**config.mk**
```make
export PLATFORM = sky130hd
export DESIGN_NAME = sp_arbiter_wconv_gen
export DESIGN_NICKNAME = d
export VERILOG_FILES = /design/src/rtl/sp_arbiter_wconv_gen.sv
export SDC_FILE = /design/constraint.sdc
export NUM_CORES = 1
export LEC_CHECK = 0
export ABC_AREA = 1
export CORE_AREA = 2 2 188 190
export DETAILED_ROUTE_END_ITERATION = 10
export DIE_AREA = 0 0 190 192
export DONT_BUFFER_PORTS = 1
export PLACE_DENSITY = 0.34
export SLEW_MARGIN = 0
export SYNTH_ARGS = -nofsm -noshare
export SYNTH_HDL_FRONTEND = slang
export SYNTH_SLANG_ARGS = --single-unit
```
**constraint.sdc**
```tcl
create_clock -name clk -period 6.65 [get_ports clk]
set_input_delay 0.3325 -clock clk [delete_from_list [all_inputs] [get_ports clk]]
set_output_delay 0.3325 -clock clk [all_outputs]
set_load 0.02 [all_outputs]
```
**src/rtl/sp_arbiter_wconv_gen.sv**
```systemverilog
// Single-port memory arbiter between the PHY datapath and CBUS, with 32-bit CBUS beat width conversion.
// Optional starvation guard compiled in with SP_ARB_WCONV_STARVE_GUARD_EN.
module sp_arbiter_wconv_gen #(
  parameter int DW         = 64,
  parameter int AW         = 8,
  parameter int NBEATS     = (DW + 31) / 32,
  parameter int BEAT_AW    = (NBEATS > 1) ? $clog2(NBEATS) : 1,
  parameter int CBUS_AW    = AW + BEAT_AW,
  parameter int MEM_RD_LAT = 1,
  parameter int STARVE_MAX = 15
) (
  input  logic               clk,
  input  logic               sreset,
  input  logic               cbus_req,
  input  logic               cbus_slv_cmd,
  input  logic [CBUS_AW-1:0] cbus_slv_address,
  input  logic [31:0]        cbus_slv_wdata,
  output logic               cbus_waccept,
  output logic               cbus_rresp,
  output logic [31:0]        cbus_rddata,
  input  logic [AW-1:0]      addr,
  input  logic [DW-1:0]      wr_data,
  input  logic               wr_en,
  input  logic [DW-1:0]      wr_mask,
  input  logic               en,
  output logic               phy_stall,
  output logic [DW-1:0]      rd_data,
  output logic [AW-1:0]      mem_addr,
  output logic [DW-1:0]      mem_wr_data,
  output logic               mem_wr_en,
  output logic [DW-1:0]      mem_wr_mask,
  output logic               mem_en,
  input  logic [DW-1:0]      mem_rd_data
);

  localparam logic [1:0] IDLE       = 2'd0;
  localparam logic [1:0] GRANT_WAIT = 2'd1;
  localparam logic [1:0] RD_WAIT    = 2'd2;
  localparam logic [1:0] RESP       = 2'd3;

  localparam int STG_N  = (NBEATS > 1) ? NBEATS - 1 : 1;
  localparam int LAST_W = DW - 32 * (NBEATS - 1);
  localparam logic [BEAT_AW-1:0] LAST_BEAT = BEAT_AW'(NBEATS - 1);

  logic [1:0]         state_reg, state_next;
  logic               cmd_reg;
  logic [AW-1:0]      word_reg;
  logic [BEAT_AW-1:0] beat_reg;
  logic [LAST_W-1:0]  wdata_reg;
  logic [1:0]         rd_cnt_reg;
  logic [DW-1:0]      shadow_reg;
  logic [31:0]        staging_reg [STG_N];

  logic [AW-1:0]      req_word;
  logic [BEAT_AW-1:0] req_beat;
  logic               sample;
  logic               in_grant_wait;
  logic               cbus_grant;
  logic               phy_grant;
  logic               rd_capture;
  logic [DW-1:0]      commit_word;
  logic [31:0]        beat_word [NBEATS];
  logic [31:0]        rd_beat;

  assign req_word      = cbus_slv_address[CBUS_AW-1:BEAT_AW];
  assign req_beat      = cbus_slv_address[BEAT_AW-1:0];
  assign sample        = (state_reg == IDLE) && cbus_req;
  assign in_grant_wait = (state_reg == GRANT_WAIT);
  assign rd_capture    = (state_reg == RD_WAIT) && (rd_cnt_reg == 2'(MEM_RD_LAT));
  assign phy_grant     = en && !cbus_grant;

`ifdef SP_ARB_WCONV_STARVE_GUARD_EN
  logic [7:0] starve_cnt_reg;
  logic       starve_hit;

  assign starve_hit = (starve_cnt_reg == 8'(STARVE_MAX));
  assign cbus_grant = in_grant_wait && (!en || starve_hit);
  assign phy_stall  = !sreset && in_grant_wait && en && starve_hit;

  // Counts only GRANT_WAIT cycles lost to the PHY; any CBUS grant restarts the window.
  always_ff @(posedge clk) begin
    if (sreset) begin
      starve_cnt_reg <= '0;
    end else if (cbus_grant) begin
      starve_cnt_reg <= '0;
    end else if (in_grant_wait && en) begin
      starve_cnt_reg <= starve_cnt_reg + 8'd1;
    end
  end
`else
  assign cbus_grant = in_grant_wait && !en;
  assign phy_stall  = 1'b0;
`endif

  // Beat slicing of the wide word; a partial top beat is truncated on write and zero-padded on read.
  generate
    for (genvar gi = 0; gi < NBEATS; gi++) begin : g_beat
      localparam int LO = 32 * gi;
      localparam int W  = ((DW - LO) >= 32) ? 32 : (DW - LO);
      if (gi == NBEATS - 1) begin : g_last
        assign commit_word[LO +: W] = wdata_reg[W-1:0];
      end else begin : g_stage
        assign commit_word[LO +: W] = staging_reg[gi][W-1:0];
      end
      assign beat_word[gi] = 32'(shadow_reg[LO +: W]);
    end
  endgenerate

  always_comb begin
    state_next = state_reg;
    case (state_reg)
      IDLE: begin
        if (cbus_req) begin
          if (cbus_slv_cmd) begin
            state_next = (req_beat == LAST_BEAT) ? GRANT_WAIT : RESP;
          end else begin
            state_next = (req_beat == '0) ? GRANT_WAIT : RESP;
          end
        end
      end
      GRANT_WAIT: begin
        if (cbus_grant) begin
          state_next = cmd_reg ? RESP : RD_WAIT;
        end
      end
      RD_WAIT: begin
        if (rd_capture) begin
          state_next = RESP;
        end
      end
      default: state_next = IDLE;
    endcase
  end

  always_ff @(posedge clk) begin
    if (sreset) begin
      state_reg  <= IDLE;
      cmd_reg    <= 1'b0;
      word_reg   <= '0;
      beat_reg   <= '0;
      wdata_reg  <= '0;
      rd_cnt_reg <= '0;
      shadow_reg <= '0;
      for (int i = 0; i < STG_N; i++) begin
        staging_reg[i] <= '0;
      end
    end else begin
      state_reg <= state_next;
      if (sample) begin
        cmd_reg   <= cbus_slv_cmd;
        word_reg  <= req_word;
        beat_reg  <= req_beat;
        wdata_reg <= cbus_slv_wdata[LAST_W-1:0];
        for (int i = 0; i < NBEATS - 1; i++) begin
          if (cbus_slv_cmd && (req_beat == BEAT_AW'(i))) begin
            staging_reg[i] <= cbus_slv_wdata;
          end
        end
      end
      // Counts cycles since the read was issued; capture happens when it reaches the latency.
      if (cbus_grant) begin
        rd_cnt_reg <= 2'd1;
      end else if (state_reg == RD_WAIT) begin
        rd_cnt_reg <= rd_cnt_reg + 2'd1;
      end
      if (rd_capture) begin
        shadow_reg <= mem_rd_data;
      end
    end
  end

  always_comb begin
    rd_beat = '0;
    for (int i = 0; i < NBEATS; i++) begin
      if (beat_reg == BEAT_AW'(i)) begin
        rd_beat = beat_word[i];
      end
    end
  end

  assign cbus_waccept = !sreset && (state_reg == RESP) && cmd_reg;
  assign cbus_rresp   = !sreset && (state_reg == RESP) && !cmd_reg;
  assign cbus_rddata  = cbus_rresp ? rd_beat : 32'h0;
  assign rd_data      = mem_rd_data;

  always_comb begin
    mem_addr    = '0;
    mem_wr_data = '0;
    mem_wr_en   = 1'b0;
    mem_wr_mask = '0;
    mem_en      = 1'b0;
    if (!sreset) begin
      if (cbus_grant) begin
        mem_en    = 1'b1;
        mem_addr  = word_reg;
        mem_wr_en = cmd_reg;
        if (cmd_reg) begin
          mem_wr_data = commit_word;
          mem_wr_mask = '1;
        end
      end else if (phy_grant) begin
        mem_en      = 1'b1;
        mem_addr    = addr;
        mem_wr_en   = wr_en;
        mem_wr_data = wr_data;
        mem_wr_mask = wr_mask;
      end
    end
  end

endmodule
```
==> flow_summary_export.csv <==
group,metric,value,unit
critical_path,setup.worst_path.start,"state_reg[1]",
critical_path,worstPathRequired,6.32,ns
logic_synthesis,synth_top_area_share,27.45,%
route,remaining_drc_errors,0,
global_routing,grt_max_degree,97,
place,hpwl,20250,µm
critical_path,cp_data_arrival_time,3.26,ns
global_routing,grt_antenna_before_repair,3,
logic_synthesis,yosysWarnings,0,
timing,finClkSkew,0.01182,ns
final_layout,largest_reg_flops,64,
power_and_ir_drop,total_power,2.873,mW
final_layout,area_growth,4.243,%
floorplanning,dieArea,36480,µm²
route,dr_wl_met3,1743,µm
logic_synthesis,synth.top_cells.by_area,"dfxtp_1 27%, nor2_1 13%, edfxtp_1 12%",
run,drv_cap,0,
power_and_ir_drop,peakVddDrop,130.5,µV
floorplanning,fp.dieW,190,µm
power_and_ir_drop,power_density,343.5,nW/µm²
logic_synthesis,ys_ff_latch,142,
logic_synthesis,synth_seq_area_share,39.43,%
route,wl_met2,14690,µm
route,firstDrtPassIters,6,
timing,max_slew.worst_pin.slew,1.074,ns
cts,cts_resized,0,
critical_path,critPathKind,"register to primary output",
final_layout,layout.nets,1268,
floorplanning,core,34290,µm²
logic_synthesis,synthesis.nets,1391,
critical_path,startpoint_type,"register",
timing,hold_viol_final,0,
logic_synthesis,synth.distinct_cells,25,
worst_hold_path,hold_path_class,"input port to register",
critical_path,endpoint,"mem_wr_mask[6]",
route,first_iter_violations,260,
timing,rsz0062_at_grt,"no",
critical_path,critPathCaptureType,"primary output",
timing,post-route-period-util,53.95,%
timing,setup_viol,0,
power_and_ir_drop,leakagePower,2.965,nW
critical_path,reg2reg_slack,3.70,ns
place,gp_congestion,0.7180,
global_routing,grt_overflow,0,
critical_path,reg2reg_depth,7,
global_routing,grt_usage,14.46,%
final_layout,drive_gt1_share,9.737,%
route,ant_nets,0,
cts,cts_buffer_depth,2,
place,portBuffers,0,
logic_synthesis,avgSynthCellArea,7.055,µm²
global_routing,grt_pass1_wl,39400,µm
cts,htree_levels,4,
cts,numCtsBuffers,17,
cts,clkTransAtPathRegs,0.06,ns
cts,cts_tree,"built",
timing,period_needed,3.588,ns
cts,root_buffer,"clkbuf_16",
logic_synthesis,netlist_area,8021,µm²
route,top_layer,"met5",
timing,slew_headroom,28.40,%
route,wl_met1,11600,µm
timing,final_max_slew_viol_count,0,
route,wl,28310,µm
critical_path,r2r_end,"staging_reg[0][3]",
floorplanning,io_pins,484,
floorplanning,die_y,192,µm
status,status,"completed",
global_routing,grt_pass1_vias,6251,
floorplanning,rows,68,
critical_path,cp_max_fo,44,
logic_synthesis,synth_area_leader_cell,"dfxtp_1",
cts,clkLatencyLatePin,0.42,ns
route,via_per_inst,4.536,
cts,clock_sinks,142,
timing,tns,0,ns
final_layout,nFillCells,3867,
critical_path,r2r_start,"state_reg[0]",
route,vias,6727,
logic_synthesis,syn-instance-count,1137,
route,avgRoutedWirePerCell,19.09,µm
floorplanning,start_util,23.39,%
timing,fmax,278.7,MHz
-- worst min path at each step --
stage / start / endpoint / slack (ns) / cells after the start
after CTS: cbus_slv_wdata[23] / wdata_reg[23] / 0.04 / 2
after global placement: sreset / rd_cnt_reg[1] / 0.44 / 1
after global routing: mem_rd_data[25] / shadow_reg[25] / 0.05 / 2
after detailed placement: sreset / rd_cnt_reg[1] / 0.42 / 1
after floorplan: shadow_reg[52] / shadow_reg[52] / 0.45 / 2
final: cbus_slv_wdata[13] / wdata_reg[13] / 0.06 / 2
-- report_power, final --
group	internal (mW)	switching (mW)	leakage, nW	total, mW
sequential	1.05	0.0827	1.23	1.13
combinational	0.194	0.592	1.45	0.786
clock	0.552	0.406	0.280	0.958
total	1.79	1.08	2.96	2.87
-- cells in the final DEF, fill, tap and decap left out, drive strengths merged --
| cell | instances |
|---|---|
| clkinvlp | 2 |
| diode | 1 |
| nand3 | 2 |
| edfxtp | 32 |
| nor3 | 3 |
| buf | 10 |
| dlygate4sd3 | 1 |
| conb | 1 |
| bufinv | 1 |
| ha | 7 |
| clkinv | 6 |
| dfxtp | 110 |
| o21ai | 157 |
| a21oi | 124 |
| inv | 55 |
| a22oi | 16 |
| nand2 | 149 |
| clkbuf | 21 |
| nor2 | 330 |
-- logic make-up after synthesis --
| logic type | after synthesis | synth area share [%] |
|---|---|---|
| simple gates | 484 | 26.39 |
| compound gates | 297 | 19.17 |
| fa+ha+maj | 7 | 1.092 |
| flops | 142 | 39.43 |
| buf+inv | 206 | 13.87 |
| other cells | 1 | 0.04675 |
-- worst max-delay path, stage by stage, from the launching register on --
cell and delay [ns]:
dfxtp_1 0.35, inv_1 0.11, ha_1 0.21, inv_2 0.10, nor2_8 0.32, nand2_1 0.18, nand2_4 0.45, buf_4 0.74
nor2_1 0.28
-- synthesized netlist by cell type --
| master | n |
|---|---|
| nand3_1 | 2 |
| nor2_8 | 1 |
| buf_6 | 7 |
| buf_4 | 66 |
| inv_1 | 48 |
| nor2_2 | 20 |
| a21oi_1 | 123 |
| nor2_4 | 30 |
| inv_2 | 4 |
| nand2_1 | 148 |
| o21ai_0 | 154 |
| inv_4 | 1 |
| nor2_1 | 279 |
| a21oi_4 | 1 |
| dfxtp_1 | 110 |
| ha_1 | 7 |
| clkbuf_2 | 1 |
| o21ai_1 | 3 |
| clkbuf_1 | 51 |
| a22oi_1 | 16 |
| nand2_2 | 1 |
| edfxtp_1 | 32 |
| buf_2 | 28 |
| conb_1 | 1 |
| nor3_1 | 3 |
-- metal layers --
metal	up-vias	global-route usage, %
li1	3340	-
met1	3074	16.45
met2	292	26.75
met4	4	3.787
met3	17	3.673
met5	-	0
-- per-stage QoR --
step / cells / util, % / setup slack, ns / hold WS [ns] / instance area (µm²)
2_1_floorplan: 1137 / - / 4.397 / 0.4549 / 8021
5_1_grt: 1483 / 24.39 / 2.855 / 0.05203 / 8362
3_5_place_dp: 1449 / 22.66 / 3.486 / 0.4234 / 7770
3_3_place_gp: 1449 / 22.66 / 3.534 / 0.4375 / 7770
6_report: 1483 / 24.39 / 3.062 / 0.06306 / 8362
4_1_cts: 1482 / 24.38 / 3.020 / 0.03860 / 8359
-- timing repair --
item,CTS,global route
hold buffers,1,0
buffers inserted,0,0
endpoints found under the hold margin,1,0
-- area by class of cell --
cell class / instances / area (µm²) / share of cell area [%]
multi-input cells: 789 / 3759 / 44.95
flip-flops and latches: 142 / 3163 / 37.83
diodes: 1 / 2.502 / 0.02993
well taps: 455 / 569.3 / 6.808
repair buffers: 11 / 85.08 / 1.018
clock inverters: 11 / 107.6 / 1.287
clock buffers: 21 / 471.7 / 5.641
inverters: 53 / 203.9 / 2.439
(Power assumes the default switching activity.)
